==> config.mk <==
export PLATFORM = sky130hd
export DESIGN_NAME = sync_fifo_ctl_flat
export DESIGN_NICKNAME = d
export VERILOG_FILES = /design/src/rtl/sync_fifo_ctl_if.sv /design/src/rtl/sync_fifo_ctl.sv /design/src/flat_wrapper.sv
export SDC_FILE = /design/constraint.sdc
export NUM_CORES = 2
export LEC_CHECK = 0
export CORE_AREA = 2 2 520 522
export CTS_CLUSTER_DIAMETER = 40
export DETAILED_ROUTE_END_ITERATION = 8
export DIE_AREA = 0 0 522 524
export HOLD_SLACK_MARGIN = 0.15
export PLACE_DENSITY = 0.76
export RECOVER_POWER = 100
export SETUP_SLACK_MARGIN = 0.3
export SYNTH_ARGS = -nofsm -noshare
export SYNTH_HDL_FRONTEND = slang
export SYNTH_SLANG_ARGS = --single-unit
==> constraint.sdc <==
create_clock -name clk -period 6.5 [get_ports clk]
set_input_delay 1.625 -clock clk [delete_from_list [all_inputs] [get_ports clk]]
set_output_delay 1.625 -clock clk [all_outputs]
set_load 0.02 [all_outputs]
==> src/rtl/sync_fifo_ctl_if.sv <==
// Handshake/status bundle between a FIFO user (master) and sync_fifo_ctl (slave).
// With FIFO_PARITY_EN defined, the bundle also carries the parity error pulse and its sticky copy.
interface sync_fifo_ctl_if #(
    parameter int WIDTH  = 8,
    parameter int ADDR_W = 9
);
    logic              clr;
    logic              wr_en;
    logic [WIDTH-1:0]  din;
    logic              rd_en;
    logic [WIDTH-1:0]  dout;
    logic              dout_valid;
    logic              full;
    logic              empty;
    logic              almost_full;
    logic              almost_empty;
    logic [ADDR_W:0]   usedw;
    logic              overflow;
    logic              underflow;
`ifdef FIFO_PARITY_EN
    logic              parity_err;
    logic              parity_sticky;

    modport master (
        output clr, wr_en, din, rd_en,
        input  dout, dout_valid, full, empty, almost_full, almost_empty,
               usedw, overflow, underflow, parity_err, parity_sticky
    );
    modport slave (
        input  clr, wr_en, din, rd_en,
        output dout, dout_valid, full, empty, almost_full, almost_empty,
               usedw, overflow, underflow, parity_err, parity_sticky
    );
`else
    modport master (
        output clr, wr_en, din, rd_en,
        input  dout, dout_valid, full, empty, almost_full, almost_empty,
               usedw, overflow, underflow
    );
    modport slave (
        input  clr, wr_en, din, rd_en,
        output dout, dout_valid, full, empty, almost_full, almost_empty,
               usedw, overflow, underflow
    );
`endif
endinterface

==> src/rtl/sync_fifo_ctl.sv <==
// Single-clock FIFO with power-of-two depth, normal or show-ahead read, thresholds and sticky errors.
// Optional macro FIFO_PARITY_EN stores an even-parity bit per entry and flags mismatches on read.
module sync_fifo_ctl #(
    parameter int WIDTH     = 8,
    parameter int ADDR_W    = 9,
    parameter int SHOWAHEAD = 0,
    parameter int AF_LEVEL  = 2**ADDR_W - 4,
    parameter int AE_LEVEL  = 4
) (
    input  logic            clk,
    input  logic            rst_n,
    sync_fifo_ctl_if.slave  bus
);
    localparam int DEPTH = 2**ADDR_W;
`ifdef FIFO_PARITY_EN
    localparam int MEM_W = WIDTH + 1;
`else
    localparam int MEM_W = WIDTH;
`endif
    localparam logic [ADDR_W:0] AF_THR = (ADDR_W+1)'(AF_LEVEL);
    localparam logic [ADDR_W:0] AE_THR = (ADDR_W+1)'(AE_LEVEL);

    logic [MEM_W-1:0] mem [DEPTH];

    logic [ADDR_W:0]  wr_ptr_q, wr_ptr_d;
    logic [ADDR_W:0]  rd_ptr_q, rd_ptr_d;
    logic             overflow_q, overflow_d;
    logic             underflow_q, underflow_d;
    logic             full, empty, wr_ok, rd_ok;
    logic [ADDR_W:0]  usedw;
    logic [MEM_W-1:0] wr_word, head_word;

    // Extra wrap bit makes full and empty distinguishable when the low bits match.
    assign full  = (wr_ptr_q[ADDR_W-1:0] == rd_ptr_q[ADDR_W-1:0]) &&
                   (wr_ptr_q[ADDR_W] != rd_ptr_q[ADDR_W]);
    assign empty = (wr_ptr_q == rd_ptr_q);
    assign usedw = wr_ptr_q - rd_ptr_q;

    // A flush wins over any request in the same cycle.
    assign wr_ok = bus.wr_en && !full  && !bus.clr;
    assign rd_ok = bus.rd_en && !empty && !bus.clr;

`ifdef FIFO_PARITY_EN
    assign wr_word = {^bus.din, bus.din};
`else
    assign wr_word = bus.din;
`endif
    assign head_word = mem[rd_ptr_q[ADDR_W-1:0]];

    always_ff @(posedge clk) begin
        if (wr_ok) begin
            mem[wr_ptr_q[ADDR_W-1:0]] <= wr_word;
        end
    end

    always_comb begin
        wr_ptr_d    = wr_ptr_q;
        rd_ptr_d    = rd_ptr_q;
        overflow_d  = overflow_q;
        underflow_d = underflow_q;
        if (bus.clr) begin
            wr_ptr_d    = '0;
            rd_ptr_d    = '0;
            overflow_d  = 1'b0;
            underflow_d = 1'b0;
        end else begin
            if (wr_ok) wr_ptr_d = wr_ptr_q + 1'b1;
            if (rd_ok) rd_ptr_d = rd_ptr_q + 1'b1;
            // A write while full is dropped even if a read frees a slot this cycle.
            if (bus.wr_en && full)  overflow_d  = 1'b1;
            if (bus.rd_en && empty) underflow_d = 1'b1;
        end
    end

    always_ff @(posedge clk or negedge rst_n) begin
        if (!rst_n) begin
            wr_ptr_q    <= '0;
            rd_ptr_q    <= '0;
            overflow_q  <= 1'b0;
            underflow_q <= 1'b0;
        end else begin
            wr_ptr_q    <= wr_ptr_d;
            rd_ptr_q    <= rd_ptr_d;
            overflow_q  <= overflow_d;
            underflow_q <= underflow_d;
        end
    end

    assign bus.full         = full;
    assign bus.empty        = empty;
    assign bus.usedw        = usedw;
    assign bus.overflow     = overflow_q;
    assign bus.underflow    = underflow_q;
    assign bus.almost_full  = (usedw >= AF_THR);
    assign bus.almost_empty = (usedw <= AE_THR);

    generate
        if (SHOWAHEAD != 0) begin : g_fwft
            assign bus.dout       = head_word[WIDTH-1:0];
            assign bus.dout_valid = !empty;
`ifdef FIFO_PARITY_EN
            assign bus.parity_err = !empty && (^head_word);
`endif
        end else begin : g_reg
            logic [WIDTH-1:0] dout_q, dout_d;
            logic             dout_valid_q, dout_valid_d;
`ifdef FIFO_PARITY_EN
            logic             parity_err_q, parity_err_d;
`endif

            always_comb begin
                dout_d       = rd_ok ? head_word[WIDTH-1:0] : dout_q;
                dout_valid_d = rd_ok;
`ifdef FIFO_PARITY_EN
                parity_err_d = rd_ok && (^head_word);
`endif
            end

            always_ff @(posedge clk or negedge rst_n) begin
                if (!rst_n) begin
                    dout_q       <= '0;
                    dout_valid_q <= 1'b0;
`ifdef FIFO_PARITY_EN
                    parity_err_q <= 1'b0;
`endif
                end else begin
                    dout_q       <= dout_d;
                    dout_valid_q <= dout_valid_d;
`ifdef FIFO_PARITY_EN
                    parity_err_q <= parity_err_d;
`endif
                end
            end

            assign bus.dout       = dout_q;
            assign bus.dout_valid = dout_valid_q;
`ifdef FIFO_PARITY_EN
            assign bus.parity_err = parity_err_q;
`endif
        end
    endgenerate

`ifdef FIFO_PARITY_EN
    logic parity_sticky_q, parity_sticky_d;

    always_comb begin
        parity_sticky_d = parity_sticky_q;
        if (bus.clr) begin
            parity_sticky_d = 1'b0;
        end else if (bus.parity_err) begin
            parity_sticky_d = 1'b1;
        end
    end

    always_ff @(posedge clk or negedge rst_n) begin
        if (!rst_n) begin
            parity_sticky_q <= 1'b0;
        end else begin
            parity_sticky_q <= parity_sticky_d;
        end
    end

    assign bus.parity_sticky = parity_sticky_q;
`endif

endmodule

==> src/flat_wrapper.sv <==
// flat-port wrapper written by rule: the top's interface ports become plain ports
module sync_fifo_ctl_flat 
#(
    parameter int WIDTH     = 8,
    parameter int ADDR_W    = 9,
    parameter int SHOWAHEAD = 0,
    parameter int AF_LEVEL  = 2**ADDR_W - 4,
    parameter int AE_LEVEL  = 4
)
  (clk, rst_n, bus_clr, bus_wr_en, bus_din, bus_rd_en, bus_dout, bus_dout_valid, bus_full, bus_empty, bus_almost_full, bus_almost_empty, bus_usedw, bus_overflow, bus_underflow);
  sync_fifo_ctl_if #(.WIDTH(WIDTH), .ADDR_W(ADDR_W)) bus_i ();
  input  logic clk;
  input  logic rst_n;
  input wire logic [$bits(bus_i.clr)-1:0] bus_clr;
  input wire logic [$bits(bus_i.wr_en)-1:0] bus_wr_en;
  input wire logic [$bits(bus_i.din)-1:0] bus_din;
  input wire logic [$bits(bus_i.rd_en)-1:0] bus_rd_en;
  output wire logic [$bits(bus_i.dout)-1:0] bus_dout;
  output wire logic [$bits(bus_i.dout_valid)-1:0] bus_dout_valid;
  output wire logic [$bits(bus_i.full)-1:0] bus_full;
  output wire logic [$bits(bus_i.empty)-1:0] bus_empty;
  output wire logic [$bits(bus_i.almost_full)-1:0] bus_almost_full;
  output wire logic [$bits(bus_i.almost_empty)-1:0] bus_almost_empty;
  output wire logic [$bits(bus_i.usedw)-1:0] bus_usedw;
  output wire logic [$bits(bus_i.overflow)-1:0] bus_overflow;
  output wire logic [$bits(bus_i.underflow)-1:0] bus_underflow;
  assign bus_i.clr = bus_clr;
  assign bus_i.wr_en = bus_wr_en;
  assign bus_i.din = bus_din;
  assign bus_i.rd_en = bus_rd_en;
  assign bus_dout = bus_i.dout;
  assign bus_dout_valid = bus_i.dout_valid;
  assign bus_full = bus_i.full;
  assign bus_empty = bus_i.empty;
  assign bus_almost_full = bus_i.almost_full;
  assign bus_almost_empty = bus_i.almost_empty;
  assign bus_usedw = bus_i.usedw;
  assign bus_overflow = bus_i.overflow;
  assign bus_underflow = bus_i.underflow;
  sync_fifo_ctl #(.WIDTH(WIDTH), .ADDR_W(ADDR_W), .SHOWAHEAD(SHOWAHEAD), .AF_LEVEL(AF_LEVEL), .AE_LEVEL(AE_LEVEL)) u_core (.clk(clk), .rst_n(rst_n), .bus(bus_i));
endmodule
==> impl_metrics.json <==
{
  "violations": "max-capacitance violations, max-slew violations, negative setup slack",
  "post-dp-hpwl_mm": 246,
  "worst-path-max-fanout": 28,
  "maxSlewViolCount": 2349,
  "hold_path_end": "u_core.bus.overflow",
  "final_common_cell": "edfxtp_1",
  "setup_viol": 11,
  "rows": 190,
  "hold_viol_final": 0,
  "cp.arrival_ps": 7090,
  "min_period_ps": 6540,
  "die-area_um2": 274000,
  "initial_core_util_pct": 59.9,
  "cts_buffer_depth": 4,
  "port_buffers": 37,
  "period_share_pct": 101,
  "cap_violations": 32,
  "syn_inst": 7385,
  "reg2reg_from": "u_core.rd_ptr_q[2]",
  "cts_buffers": 464,
  "worstSetupPathType": "reg2reg",
  "cts-root-buf": "clkbuf_16",
  "track_usage_pct": 32.2,
  "power.leakage_nw": 55.0,
  "whs_path_depth": 2,
  "cts_tree": "built",
  "grt_pass1_vias": 82200,
  "io_pins": 38,
  "syn_avg_cell_area_um2": 21.7,
  "grt_start_max_net_pins": 200,
  "dominantRegCellSynth": "edfxtp_1",
  "slowest_stage": "nand3_1",
  "crit_chain": "inv_8 > ha_1 > and4_1 > nand3_1 > o21ai_0 > clkbuf_1 > nor2_1 > clkbuf_1 > nand3_1 > clkbuf_2 > nor2_1",
  "required_ps": 7050,
  "ys_seq_area_share_pct": 77.3,
  "rsz0062_at_grt": "false",
  "synth_edf_count": 4096,
  "ys_seq_elements": 4127,
  "crit_family": "simple AND/OR/NAND/NOR gates",
  "worstHoldPathType": "reg2reg",
  "grt_pass1_wl_mm": 618,
  "worst_ir_drop_vdd_mv": 0.282,
  "critPathBufInv": 4,
  "clk-insertion-delay-late_ps": 1020,
  "setup.worst_path.start": "u_core.rd_ptr_q[2]",
  "max_stage_delay_ps": 1110,
  "drive_gt1_share_pct": 25.1,
  "post-route-util_pct": 67.3,
  "yosysUniqueCellTypes": 71,
  "ff_latch_area_um2": 124000,
  "die_h_um": 524,
  "powerDensity_nw_per_um2": 347,
  "power_mw": 62.4,
  "layout.nets": 7651,
  "grt.overflow.total": 0,
  "htreeDepth": 5,
  "vias": 82700,
  "fmax_mhz": 153,
  "cts.clk_slew.worst_paths_ps": 60,
  "avgRoutedWirePerCell_um": 37.6,
  "gp_congestion": 0.918,
  "layout_setup_ws_ps": -41.4,
  "firstDrtPassIters": 6,
  "clock_sinks": 4127,
  "synth-simple-area-share_pct": 2.42,
  "wl_mm": 437,
  "synthAdderAreaFrac_pct": 0.122,
  "layout_common_cells": "edfxtp_1, mux4_2, nor2_1, clkbuf_16, mux2i_1",
  "reg2reg_depth": 11,
  "yosys_warnings": 0,
  "synthToLayoutAreaGrowth_pct": 12.4,
  "synth_area_um2": 160000,
  "fin_area_um2": 180000,
  "drc_errors": 0,
  "die_w_um": 522,
  "via_per_inst": 7.11,
  "startpoint_type": "flip-flop",
  "min_from": "u_core.bus.overflow",
  "syn_nets": 7413,
  "synth_compound_area_share_pct": 2.39,
  "antenna_found_initial": 25,
  "fin_hold_ws_ps": 500,
  "placed_area_um2": 165000,
  "multiInputGateArea_um2": 34000,
  "fin_skew_ps": 95.2,
  "synthMuxAreaShare_pct": 16.1,
  "core_um2": 267000,
  "maxSlewHeadroom_pct": -268,
  "drt_iter0_drc": 13400,
  "synth_top_family_by_area": "multiplexers",
  "finalSetupTns_ps": -294,
  "ant_nets": 0,
  "async_reset_ff_share_pct": 0.751,
  "worst_r2r_endpoint": "u_core.mem[373][2]",
  "n_fill_cell": 15700,
  "status": "finished with violations",
  "tightest_slew_ps": 5520,
  "endpoint_kind": "flip-flop",
  "synth-xor-area-share_pct": 0.115,
  "ff2ff_setup_slack_ps": -40
}
[per-layer routing]
| metal | routed length [um] | GRT usage, % |
|---|---|---|
| met5 | 183 | 0 |
| met4 | 26700 | 16.4 |
| met3 | 57900 | 9.69 |
| met2 | 206000 | 49.4 |
| met1 | 147000 | 42.3 |
[registers in the layout (all words and copies together), names as in the netlist]
signal,count
u_core.bus.underflow,1
u_core.mem,4096
u_core.wr_ptr_q,10
u_core.bus.dout,8
u_core.bus.overflow,1
u_core.rd_ptr_q,10
u_core.bus.dout_valid,1
[synthesized netlist by cell type, types with 8 or more instances]
cell / n / share of area (%)
nand2_1: 177 / 0.41
a31oi_1: 18 / 0.070
nor2b_1: 12 / 0.047
o21ai_1: 17 / 0.053
ha_1: 14 / 0.11
edfxtp_1: 4096 / 77
buf_4: 48 / 0.22
a21oi_1: 73 / 0.23
o22ai_1: 44 / 0.17
o211ai_1: 27 / 0.13
dfrtp_1: 31 / 0.48
o221ai_1: 8 / 0.044
xnor2_1: 15 / 0.082
buf_2: 91 / 0.28
clkbuf_1: 211 / 0.49
nor2_1: 604 / 1.4
o21ai_0: 99 / 0.31
inv_1: 12 / 0.028
a22oi_1: 138 / 0.65
buf_1: 31 / 0.073
nor3_1: 17 / 0.053
or3_1: 9 / 0.035
a221oi_1: 75 / 0.41
mux4_2: 1059 / 15
mux2i_1: 190 / 1.2
a211oi_1: 16 / 0.075
buf_6: 58 / 0.41
nand3_1: 77 / 0.24
[tightest hold or removal path: cells and delay by family, from the launching register on]
family / cells / cell delay [ps]
flip-flops: 1 / 330
AND/OR/NAND/NOR: 1 / 80
AO/OA/AOI/OAI: 1 / 40
[cell families after synthesis]
family / count (synthesis)
flip-flops: 4127
adder cells (fa/ha/maj): 15
multiplexers: 1253
AO/OA/AOI/OAI: 561
buffers and inverters: 464
XOR/XNOR: 21
AND/OR/NAND/NOR: 944
[what timing repair did]
action / 4_1_cts / 5_1_grt
gates cloned: 0 / 0
hold buffers: 0 / 0
setup endpoints to repair: 1 / 1
setup buffers: 0 / 0
resized for setup: 2 / 1
[worst max-delay path by stage]
stage                                     to  cells after the start
after CTS                    bus_almost_full                     11
after floorplan             bus_almost_empty                     14
after global placement      bus_almost_empty                     11
after global routing      u_core.mem[373][2]                     11
final                     u_core.mem[373][2]                     11
after detailed placement  u_core.mem[181][0]                      6
[power by group]
group	internal (mW)	leakage [nW]	switching, mW	total, mW
Combinational	2.86	10.2	3.50	6.36
Sequential	29.3	37.2	0.0757	29.4
Clock	15.5	7.59	11.1	26.6
[final cells by class]
type | count | share of cell area, %
clock buffer | 525 | 6.59
inverter | 17 | 0.0396
antenna | 43 | 0.0598
timing repair buffer | 219 | 1.04
clock inverter | 343 | 2.17
multi-input combinational | 2794 | 18.9
tap | 3552 | 2.47
sequential | 4127 | 68.8
[stage by stage]
step / instances / worst slack (ps)
3_5_place_dp: 10700 / 925
5_1_grt: 11600 / 177
6_report: 11600 / -41.4
3_3_place_gp: 10700 / 885
2_1_floorplan: 7385 / 1070
4_1_cts: 11600 / 454
No activity file was read; power rests on OpenSTA's default activity.
